**config.mk**
```make
export PLATFORM = sky130hd
export DESIGN_NAME = rr_grant_ctrl
export DESIGN_NICKNAME = d
export VERILOG_FILES = /design/src/rtl/rr_grant_ctrl.sv
export SDC_FILE = /design/constraint.sdc
export NUM_CORES = 1
export LEC_CHECK = 0
export CORE_MARGIN = 2
export CORE_UTILIZATION = 60
export DETAILED_ROUTE_END_ITERATION = 12
export GPL_TIMING_DRIVEN = 0
export PLACE_DENSITY = 0.83
export SYNTH_ARGS = -nofsm -noshare
export SYNTH_HDL_FRONTEND = slang
export SYNTH_SLANG_ARGS = --single-unit
```
**constraint.sdc**
```tcl
create_clock -name clk -period 8.4 [get_ports clk]
set_clock_uncertainty 0.1 [all_clocks]
set_input_delay 2.52 -clock clk [delete_from_list [all_inputs] [get_ports clk]]
set_output_delay 2.52 -clock clk [all_outputs]
set_load 0.05 [all_outputs]
```
**src/rtl/rr_grant_ctrl.sv**
```systemverilog
// -----------------------------------------------------------------------------
// rr_grant_ctrl
//
// Round-robin arbiter / sequencer for a shared resource with up to N
// requesters. It samples the request vector in IDLE and grants a single owner.
// The grant is held until one of these happens:
//   - the owner releases it (rel), or
//   - the owner drops its request, or
//   - the arbiter is disabled (en_n = 1), or
//   - MAX_HOLD cycles have elapsed, which forces release and pulses timeout.
//
// Every grant is followed by one GAP cycle, so that two owners never overlap.
// Priority rotates: the most recent owner ranks lowest in the next
// arbitration round.
//
// Ports
//   clk       in   1    rising-edge clock
//   rst_n     in   1    asynchronous reset, active-low
//   en_n      in   1    arbiter enable, active-low (1 = no grants issued)
//   req       in   N    request vector, bit i = requester i wants the resource
//   rel       in   1    owner release strobe, sampled while a grant is active
//   grant     out  N    one-hot grant (registered), zero when there is no owner
//   grant_id  out  IDW  binary index of the owner, 0 when grant is zero
//   busy      out  1    1 while a grant is active (equals |grant)
//   timeout   out  1    single-cycle pulse when a grant is forcibly revoked
// -----------------------------------------------------------------------------
module rr_grant_ctrl #(
    parameter int N        = 8,
    parameter int IDW      = 3,
    parameter int MAX_HOLD = 16
) (
    input  logic           clk,
    input  logic           rst_n,
    input  logic           en_n,
    input  logic [N-1:0]   req,
    input  logic           rel,
    output logic [N-1:0]   grant,
    output logic [IDW-1:0] grant_id,
    output logic           busy,
    output logic           timeout
);

    // Hold counter only has to reach MAX_HOLD; it is never allowed to wrap.
    localparam int HCW = $clog2(MAX_HOLD + 1);

    localparam logic [N-1:0]   GRANT_NONE = {N{1'b0}};
    localparam logic [IDW-1:0] ID_ZERO    = {IDW{1'b0}};
    localparam logic [IDW-1:0] ID_LAST    = IDW'(N - 1);
    localparam logic [HCW-1:0] HOLD_ZERO  = {HCW{1'b0}};
    localparam logic [HCW-1:0] HOLD_ONE   = HCW'(1);
    localparam logic [HCW-1:0] HOLD_MAX   = HCW'(MAX_HOLD);

    typedef enum logic [1:0] {
        ST_IDLE  = 2'b00,
        ST_GRANT = 2'b01,
        ST_GAP   = 2'b10
    } state_e;

    // Expand a requester index into its one-hot grant vector.
    function automatic logic [N-1:0] onehot_of(input logic [IDW-1:0] id);
        logic [N-1:0] v;
        v = GRANT_NONE;
        for (int i = 0; i < N; i++) begin
            v[i] = (id == IDW'(i));
        end
        return v;
    endfunction

    // Round-robin pick. Candidates are scanned starting one past the previous
    // owner and wrapping modulo N. The result is {found, index}. The loop walks
    // from lowest to highest priority, so the last match it sees is the
    // highest-priority request.
    function automatic logic [IDW:0] pick_winner(input logic [N-1:0]   r,
                                                 input logic [IDW-1:0] last);
        logic [IDW:0]   res;
        logic [IDW-1:0] idx;
        res = {1'b0, ID_ZERO};
        for (int k = N; k >= 1; k--) begin
            idx = IDW'((int'(last) + k) % N);
            if (r[idx]) begin
                res = {1'b1, idx};
            end
        end
        return res;
    endfunction

    state_e         state_q,    state_d;
    logic [N-1:0]   grant_q,    grant_d;
    logic [IDW-1:0] grant_id_q, grant_id_d;
    logic           busy_q,     busy_d;
    logic           timeout_q,  timeout_d;
    logic [HCW-1:0] hold_cnt_q, hold_cnt_d;
    logic [IDW-1:0] last_id_q,  last_id_d;

    logic [IDW:0]   pick_s;
    logic           win_valid_s;
    logic [IDW-1:0] win_id_s;
    logic           owner_req_s;

    // Arbitration result for the current cycle and the current owner's request.
    always_comb begin
        pick_s      = pick_winner(req, last_id_q);
        win_valid_s = pick_s[IDW];
        win_id_s    = pick_s[IDW-1:0];
        owner_req_s = req[grant_id_q];
    end

    // Next-state and next-output logic for the IDLE / GRANT / GAP sequence.
    always_comb begin
        state_d    = state_q;
        grant_d    = grant_q;
        grant_id_d = grant_id_q;
        busy_d     = busy_q;
        timeout_d  = 1'b0;
        hold_cnt_d = hold_cnt_q;
        last_id_d  = last_id_q;
        case (state_q)
            ST_IDLE: begin
                if (!en_n && win_valid_s) begin
                    state_d    = ST_GRANT;
                    grant_d    = onehot_of(win_id_s);
                    grant_id_d = win_id_s;
                    busy_d     = 1'b1;
                    hold_cnt_d = HOLD_ONE;
                    last_id_d  = win_id_s;
                end else begin
                    state_d    = ST_IDLE;
                    grant_d    = GRANT_NONE;
                    grant_id_d = ID_ZERO;
                    busy_d     = 1'b0;
                    hold_cnt_d = HOLD_ZERO;
                end
            end
            ST_GRANT: begin
                // Checked in priority order: disable, voluntary release, forced release.
                if (en_n || rel || !owner_req_s || (hold_cnt_q == HOLD_MAX)) begin
                    state_d    = ST_GAP;
                    grant_d    = GRANT_NONE;
                    grant_id_d = ID_ZERO;
                    busy_d     = 1'b0;
                    hold_cnt_d = HOLD_ZERO;
                    // Only a pure MAX_HOLD expiry counts as a timeout.
                    if (!en_n && !rel && owner_req_s) begin
                        timeout_d = 1'b1;
                    end else begin
                        timeout_d = 1'b0;
                    end
                end else begin
                    state_d    = ST_GRANT;
                    hold_cnt_d = hold_cnt_q + HOLD_ONE;
                end
            end
            ST_GAP: begin
                // One dead cycle; requests are deliberately not sampled here.
                state_d    = ST_IDLE;
                grant_d    = GRANT_NONE;
                grant_id_d = ID_ZERO;
                busy_d     = 1'b0;
                hold_cnt_d = HOLD_ZERO;
            end
            default: begin
                state_d    = ST_IDLE;
                grant_d    = GRANT_NONE;
                grant_id_d = ID_ZERO;
                busy_d     = 1'b0;
                hold_cnt_d = HOLD_ZERO;
                last_id_d  = ID_LAST;
            end
        endcase
    end

    // State and registered outputs. Reset makes requester 0 the top priority.
    always_ff @(posedge clk or negedge rst_n) begin
        if (!rst_n) begin
            state_q    <= ST_IDLE;
            grant_q    <= GRANT_NONE;
            grant_id_q <= ID_ZERO;
            busy_q     <= 1'b0;
            timeout_q  <= 1'b0;
            hold_cnt_q <= HOLD_ZERO;
            last_id_q  <= ID_LAST;
        end else begin
            state_q    <= state_d;
            grant_q    <= grant_d;
            grant_id_q <= grant_id_d;
            busy_q     <= busy_d;
            timeout_q  <= timeout_d;
            hold_cnt_q <= hold_cnt_d;
            last_id_q  <= last_id_d;
        end
    end

    assign grant    = grant_q;
    assign grant_id = grant_id_q;
    assign busy     = busy_q;
    assign timeout  = timeout_q;

endmodule

```
Word level (Yosys, flattened, before mapping)
Cells that the tools add are included.

Flip-flop bits (word level): 23. Bits of input ports: 12. Output and inout bits: 13. Logic and storage cells: 97.

Add/subtract/negate cells: 9. $lt $le $gt $ge: 9. Eq/ne operators: 12. Mux-type cells: 46. Bitwise operators: 1. Reduce and logical (&&, ||, !) cells: 13.

Operators by type and width (number): $lt 3x4->1 const B (9); $mux 4 (8); $bmux 1 s3 (9); $mux 1 (16); $mux 8 (2); $pmux 8 s2 (1); $add 3x3->3 const B (4); $eq 3x3->1 const B (4); $pmux 3 s2 (2); $pmux 5 s2 (1); $mux 3 (3); $add 3x1->3 const B (2); $add 3x2->3 const B (2); $eq 3x2->1 const B (2); $add 5x1->5 const B (1); $eq 5x5->1 const B (1); $mux 5 (1); $ne 2x2->1 const B (2); $pmux 2 s2 (1); $eq 3x1->1 const B (1); $logic_and 1x1->1 (3); $logic_not 1->1 (3); $logic_not 3->1 (1); $logic_or 1x1->1 (3); 8 further kinds (8).

Depth between registers and ports, before layout
Gate-level depths: netlist of the first run.

Word-level depth: 14. Depth in mapped cells: 12. Depth with buffers taken out: 9.

Worst setup path after synthesis of the first run
OpenSTA, ideal clock, no wires.

Path kind: input-to-reg. Start: input port req[2]. End: register grant_q[0], in the netlist grant[0]. Setup time: 0.122 ns. Data arrival time: 4.301 ns. Data required time: 8.178 ns. Slack: 3.878 ns. Stages on the path: 7. Path buffers: 0. Cell sequence: mux4_1 -> nor2b_1 -> o32ai_4 -> nor3_2 -> o311ai_4 -> nand3_2 -> a32o_1.

Cells in the longest elaborated chain, start to end: 13. Elaborated cells on any way between the ends: 34. Those cells by class: 1 x eq/ne; 28 x mux; 5 x reduce/logical.

RTL lines: start, declared (RTL line 35) `input logic [N-1:0] req,`; $bmux 1 s3 (RTL line 80) `if (r[idx]) begin`; $mux 1 (implied by the code) (RTL line 80); $mux 4 (8 in a row) (RTL line 80); $logic_not 3->1 or $logic_and 1x1->1 (tied branches) (RTL line 64, 119); $mux 8 (RTL line 119) `if (!en_n && win_valid_s) begin`; $pmux 8 s2 (RTL line 117) `case (state_q)`; end signal, assigned (RTL line 184) `grant_q <= grant_d;`; end, declared (RTL line 88) `logic [N-1:0] grant_q, grant_d;`.

Parallel ways exist; a longest one is shown, timed or not. The select of a mux whose other input is x is not followed. A chain may end at the register's enable or synchronous reset.

Final worst setup path of the first run
Start: input port req[2]. End: register grant_q[6], in the netlist grant[6].

Cells in the longest elaborated chain, start to end: 13. Elaborated cells on any way between the ends: 34. Those cells by class: 2 x eq/ne; 28 x mux; 4 x reduce/logical.

RTL lines (RTL line): $bmux 1 s3 (80); $mux 1 (implied by the code) (80); $mux 4 (8 in a row) (80); $eq 3x3->1 or $logic_and 1x1->1 (tied branches) (64, 119); $mux 8 (119); $pmux 8 s2 (117).

Parallel ways exist; a longest one is shown, timed or not. The select of a mux whose other input is x is not followed.

==> qor.csv, run 1 <==
metric,value,unit
synth-xor-area-share,0.0277,
dpl_worst_slack,3.09,ns
synth_commonest_cells,"nand2_1, dfrtp_1, nor2_1",
num_vias,1694,
cts_buffers,3,
dr.pass1.iters,4,
final_max_slew_viol_count,0,
yosysMostFrequentCell,nand2_1,
muxShareOfSynthArea,0.203,
crit_fanout,7,
portBuffers,24,
drc,0,
die_area,3620,um2
cts_hold_buf,0,
async_flop_share,1.00,
syn_to_final_growth,17.0,%
syn_area_per_cell,9.92,um2
place_congestion,0.913,
syn-num-nets,209,
use_met1,0.372,
cp_slowest_cell,mux4_1,
antenna_left,0,
rr_worst_depth,10,
vdd_drop_max,0.193,mV
fin_crit,5.01,ns
crit_path_max_incr_delay,0.68,ns
rrSetupSlack,4.61,ns
grt_max_degree,24,
hold_depth,2,
final_cell_area,2220,um2
dieHeight,60.2,um
synth_flop_cell,dfrtp_1,
synth-edff-count,0,
setup_ws,3.39,ns
arrival,5.15,ns
powerDensity,402,nW/um2
fmax,0.199,GHz
synth_top_family_by_area,multiplexers,
netlist_instances,191,
synth_fa_ha_area_frac,0.0396,
synth_compound_gate_area_share,0.194,
cp.required,8.54,ns
core_area,3030,um2
wl,4.63,mm
endpoint,grant[6],
drt_iter0_markers,172,
finalHoldViolCount,0,
drive_above_1_share,0.155,
tightest_slew,0.989,ns
grt_pass1_vias,1620,
report.final.setup_viol,0,
crit_buf_inv,1,
fin_util,0.733,
io_pins,25,
yosys_warnings,0,
hold_class,flop to flop,
met3_usage,0.0325,
crit_family,compound AO/OA/AOI/OAI gates,
synth_simple_gate_area_frac,0.177,
gr-total-overflow,0,
antenna_found_initial,0,
dpl_cell_area,2190,um2
leakagePower,0.906,nW
clock_sinks,23,
dp_hpwl,3.59,mm
synth.yosys.seq_area_share,0.306,
row_count,20,
syn_area,1900,um2
die_x,60.2,um
timing.rr.start,last_id_q[1],
cp_cell_sequence,clkdlybuf4s50_1 > mux4_1 > nor2b_1 > o32ai_4 > a211oi_1 > o21ai_1 > nand3b_2 > o31ai_1,
insertedDiodeCount,0,
critPathLaunchType,primary input,
final_nets,238,
cts_buffer_depth,2,
rsz0062_at_grt,no,
crit_cells,8,
viasPerCell,6.44,
grt_util_met2,0.480,
initial_core_util,0.626,
ys_seq_elements,23,
fin_crit_sh,0.597,
grt_pass1_wl,7.62,mm
status,"finished, final reports clean",
cp-startpoint,req[2],
drv_cap,0,
path_clk_slew,0.13,ns
ctsResizeCount,0,
grt_use_total,0.285,
wl_per_cell,17.6,um
synth_area_leaders,"dfrtp_1, mux4_2, nand2_1",
cts_tree,yes,
synth.top_cell.area_share,0.264,
cts.htree.levels,1,
critPathKind,primary input to flop,
grt-busiest-layer,met2,
cts_setup_buffers,0,
synth_cell_types,51,
yosysTopAreaCell,dfrtp_1,
worstReg2RegEnd,grant[6],
finalSetupTns,0,ns
root_buffer,clkbuf_4,
relSlewSlack,0.338,
clk_latency,0.33,ns
cp-end-kind,flop,
-- cell families (layout without fill, tap and decap cells) --
kind of cell             Yosys count  after routing
AO/OA/AOI/OAI                     49             49
XOR/XNOR                           6              6
adder cells (fa/ha/maj)            6              6
buffers and inverters             18             46
flip-flops                        23             23
multiplexers                      21             21
AND/OR/NAND/NOR                   68             68
-- worst min-delay path by stage --
| stage | start | endpoint | slack [ns] |
|---|---|---|---|
| after global placement | busy | busy | 0.36 |
| after floorplan | hold_cnt_q[0] | hold_cnt_q[0] | 0.39 |
| after global routing | grant[7] | grant[7] | 0.42 |
| after detailed placement | grant[2] | grant[2] | 0.37 |
| after CTS | grant[2] | grant[2] | 0.40 |
| final | grant[2] | grant[2] | 0.39 |
-- placed cells by master, fill, tap and decap left out, drive strengths merged, types with 4 or more instances in the layout --
master	count
nor2	15
nand2	24
clkdlybuf4s50	24
buf	5
mux2	4
o21ai	12
dfrtp	20
a21oi	14
ha	6
clkbuf	6
mux4	12
inv	9
a32o	4
nand3	6
mux2i	5
o31ai	4
nor3	9
-- cell type report --
type / instances / area, um2
buffer: 8 / 63.8
clock buffer: 3 / 22.5
clock inverter: 1 / 5.00
fill: 219 / 810
inverter: 10 / 37.5
multi-input combinational: 150 / 1210
sequential: 23 / 579
tap: 44 / 55.1
timing repair buffer: 24 / 240
-- metrics by stage --
step | hold slack [ns] | power (mW) | cells
floorplan | 0.389 | 0.680 | 191
global placement | 0.364 | 0.807 | 259
detailed placement | 0.367 | 0.831 | 259
CTS | 0.398 | 0.884 | 263
global route | 0.424 | 0.948 | 263
finish | 0.394 | 0.891 | 263
-- power by group --
group / internal, mW / leakage (nW) / switching (mW)
registers: 0.144 / 0.304 / 0.0227
clock network: 0.0179 / 0.0177 / 0.0337
logic: 0.268 / 0.584 / 0.405
-- sequential cells by signal, summed over array words and instances, names as in the netlist --
signal      cells
busy            1
timeout         1
grant           8
hold_cnt_q      5
grant_id        3
state_q         2
last_id_q       3
-- worst reg2reg max path: stages (launching register included) --
cell	delay, ns
dfstp_2	0.55
clkbuf_1	0.30
inv_1	0.22
ha_1	0.34
buf_6	0.15
mux4_1	0.73
mux2_4	0.35
or2_1	0.24
a211o_1	0.32
and3_4	0.18
o31ai_1	0.24
-- routing by layer --
metal	up-vias	wire (um)
met5	-	0
met4	0	129
met3	13	269
met2	71	2370
met1	836	1860
li1	774	-
No activity file was read; power rests on OpenSTA's default activity.
==> inputs of run 2 (changes only) <==
--- a/config.mk
+++ b/config.mk
@@ -6,10 +6,10 @@
 export NUM_CORES = 1
 export LEC_CHECK = 0
 export CORE_MARGIN = 2
-export CORE_UTILIZATION = 60
+export CORE_UTILIZATION = 55
 export DETAILED_ROUTE_END_ITERATION = 12
 export GPL_TIMING_DRIVEN = 0
-export PLACE_DENSITY = 0.83
+export PLACE_DENSITY = 0.77
 export SYNTH_ARGS = -nofsm -noshare
 export SYNTH_HDL_FRONTEND = slang
 export SYNTH_SLANG_ARGS = --single-unit
==> constraint.sdc (replaced) <==
create_clock -name clk -period 4.8 [get_ports clk]
set_clock_uncertainty 0.1 [all_clocks]
set_input_delay 1.44 -clock clk [delete_from_list [all_inputs] [get_ports clk]]
set_output_delay 1.44 -clock clk [all_outputs]
set_load 0.05 [all_outputs]
==> qor.csv, run 2 (synthesis results as in run 1) <==
metric,value,unit,change
status,"finished, final reports clean",,
dpl_cell_area,2190,um2,+0.11%
tightest_slew,0.982,ns,-0.00760 ns
cp-end-kind,flop,,
cts_buffers,3,,unchanged
crit_fanout,7,,unchanged
drive_above_1_share,0.155,,unchanged
powerDensity,697,nW/um2,+74%
finalPower,1.55,mW,+74%
core_area,3310,um2,+9.3%
vdd_drop_max,0.307,mV,+59%
hold_class,flop to flop,,
cts_buffer_depth,2,,unchanged
cp.required,4.93,ns,-3.61 ns
final_cell_mix,"nand2_1, clkdlybuf4s50_1, dfrtp_1",,
cts_tree,yes,,
report.final.setup_viol,0,,unchanged
finalSetupTns,0,ns,unchanged
fmax,0.251,GHz,
worstReg2RegEnd,grant[4],,
fin_util,0.672,,-0.0611
ctsResizeCount,0,,unchanged
grt_use_total,0.240,,-0.0449
fin_crit_sh,0.829,,
cts_hold_buf,0,,unchanged
switchingPower,0.798,mW,+73%
p_int,0.752,mW,+75%
fin_hold_ws,0.390,ns,-0.00368 ns
insertedDiodeCount,0,,unchanged
leakagePower,0.902,nW,-0.42%
dr.pass1.iters,5,,+1
drt_iter0_markers,249,,+45%
grt_pass1_vias,1543,,-4.8%
clkPwrFrac,0.059,,about the same
final_cell_area,2220,um2,+0.23%
cts_setup_buffers,0,,unchanged
rsz0062_at_grt,no,,
grt_pass1_wl,7.53,mm,-1.3%
critPathLaunchType,primary input,,
comb_power_share,0.752,,-0.003
io_pins,25,,unchanged
endpoint,grant[2],,
p_seq_frac,0.189,,about the same
cp-startpoint,req[2],,
critPathKind,primary input to flop,,
finalHoldViolCount,0,,unchanged
wl,4.48,mm,-3.4%
drv_cap,0,,unchanged
switching_share,0.515,,-0.00268
fin_crit,3.98,ns,
largest_register_ffs,8,,unchanged
arrival,4.10,ns,-1.05 ns
wl_per_cell,16.9,um,-4.2%
portBuffers,24,,unchanged
timing.rr.start,last_id_q[1],,
place_congestion,0.883,,-3.3%
final_max_slew_viol_count,0,,unchanged
gr-total-overflow,0,,unchanged
path_clk_slew,0.13,ns,about the same
cts.htree.levels,1,,unchanged
die_area,3930,um2,+8.5%
relSlewSlack,0.343,,+0.00509
grt_max_degree,24,,unchanged
row_count,21,,+5.0%
clock_sinks,23,,unchanged
die_x,62.7,um,+4.2%
rrSetupSlack,1.03,ns,-3.58 ns
root_buffer,clkbuf_4,,
clk_latency,0.31,ns,-0.02 ns
syn_to_final_growth,17.3,%,
antenna_left,0,,unchanged
rr_worst_depth,11,,+1
final_nets,238,,unchanged
dieHeight,62.7,um,+4.2%
initial_core_util,0.573,,-0.0535
antenna_found_initial,0,,unchanged
num_vias,1648,,-2.7%
viasPerCell,6.22,,-3.4%
dp_hpwl,3.48,mm,-3.1%
drc,0,,unchanged
[run 2: changes by cell type in the layout (fill, tap and decap cells not counted), sizes merged]
cell / previous run / this run
clkinv: 2 / 1
clkinvlp: 0 / 1
[run 2: worst max-delay path, stage by stage]
cell,delay (ns)
clkdlybuf4s50_1,0.51
mux4_1,0.68
nor2b_1,0.23
o32ai_4,0.31
a211oi_1,0.13
o21ai_1,0.31
nand3b_2,0.20
o31ai_1,0.28
[run 2: cell type report]
cell class / instances / area [um2]
plain buffers: 8 / 63.8
well taps: 46 / 57.6
clock inverters: 1 / 7.51
repair buffers: 24 / 240
clock buffers: 3 / 22.5
flip-flops and latches: 23 / 579
inverters: 10 / 37.5
fillers: 289 / 1090
multi-input cells: 150 / 1210
[run 2: worst min-delay path by stage]
stage                   from            end  cells past startpoint
5_1_grt             grant[3]       grant[3]                      2
2_1_floorplan  hold_cnt_q[0]  hold_cnt_q[0]                      1
3_3_place_gp        grant[2]       grant[2]                      2
3_5_place_dp            busy           busy                      2
4_1_cts             grant[3]       grant[3]                      2
6_report            grant[3]       grant[3]                      2
[run 2: stage by stage]
step,worst slack (ns),instances
2_1_floorplan,1.36,191
3_3_place_gp,0.605,261
3_5_place_dp,0.530,261
4_1_cts,0.842,265
5_1_grt,0.700,265
6_report,0.821,265
[run 2: power by group through the flow]
stage | logic [mW] | registers (mW) | clock network (mW)
global route | 1.26 | 0.300 | 0.0988
CTS | 1.16 | 0.294 | 0.0923
detailed placement | 1.16 | 0.298 | 0
floorplan | 0.790 | 0.400 | 0
finish | 1.17 | 0.293 | 0.0910
global placement | 1.12 | 0.295 | 0
[run 2: per-layer routing]
metal,part of all wire,vias up,GRT usage,wire [um]
li1,-,772,-,-
met1,0.41,812,0.318,1820
met2,0.53,60,0.425,2380
met3,0.055,4,0.0360,244
met4,0.0078,0,0.0389,35
met5,0,-,0,0
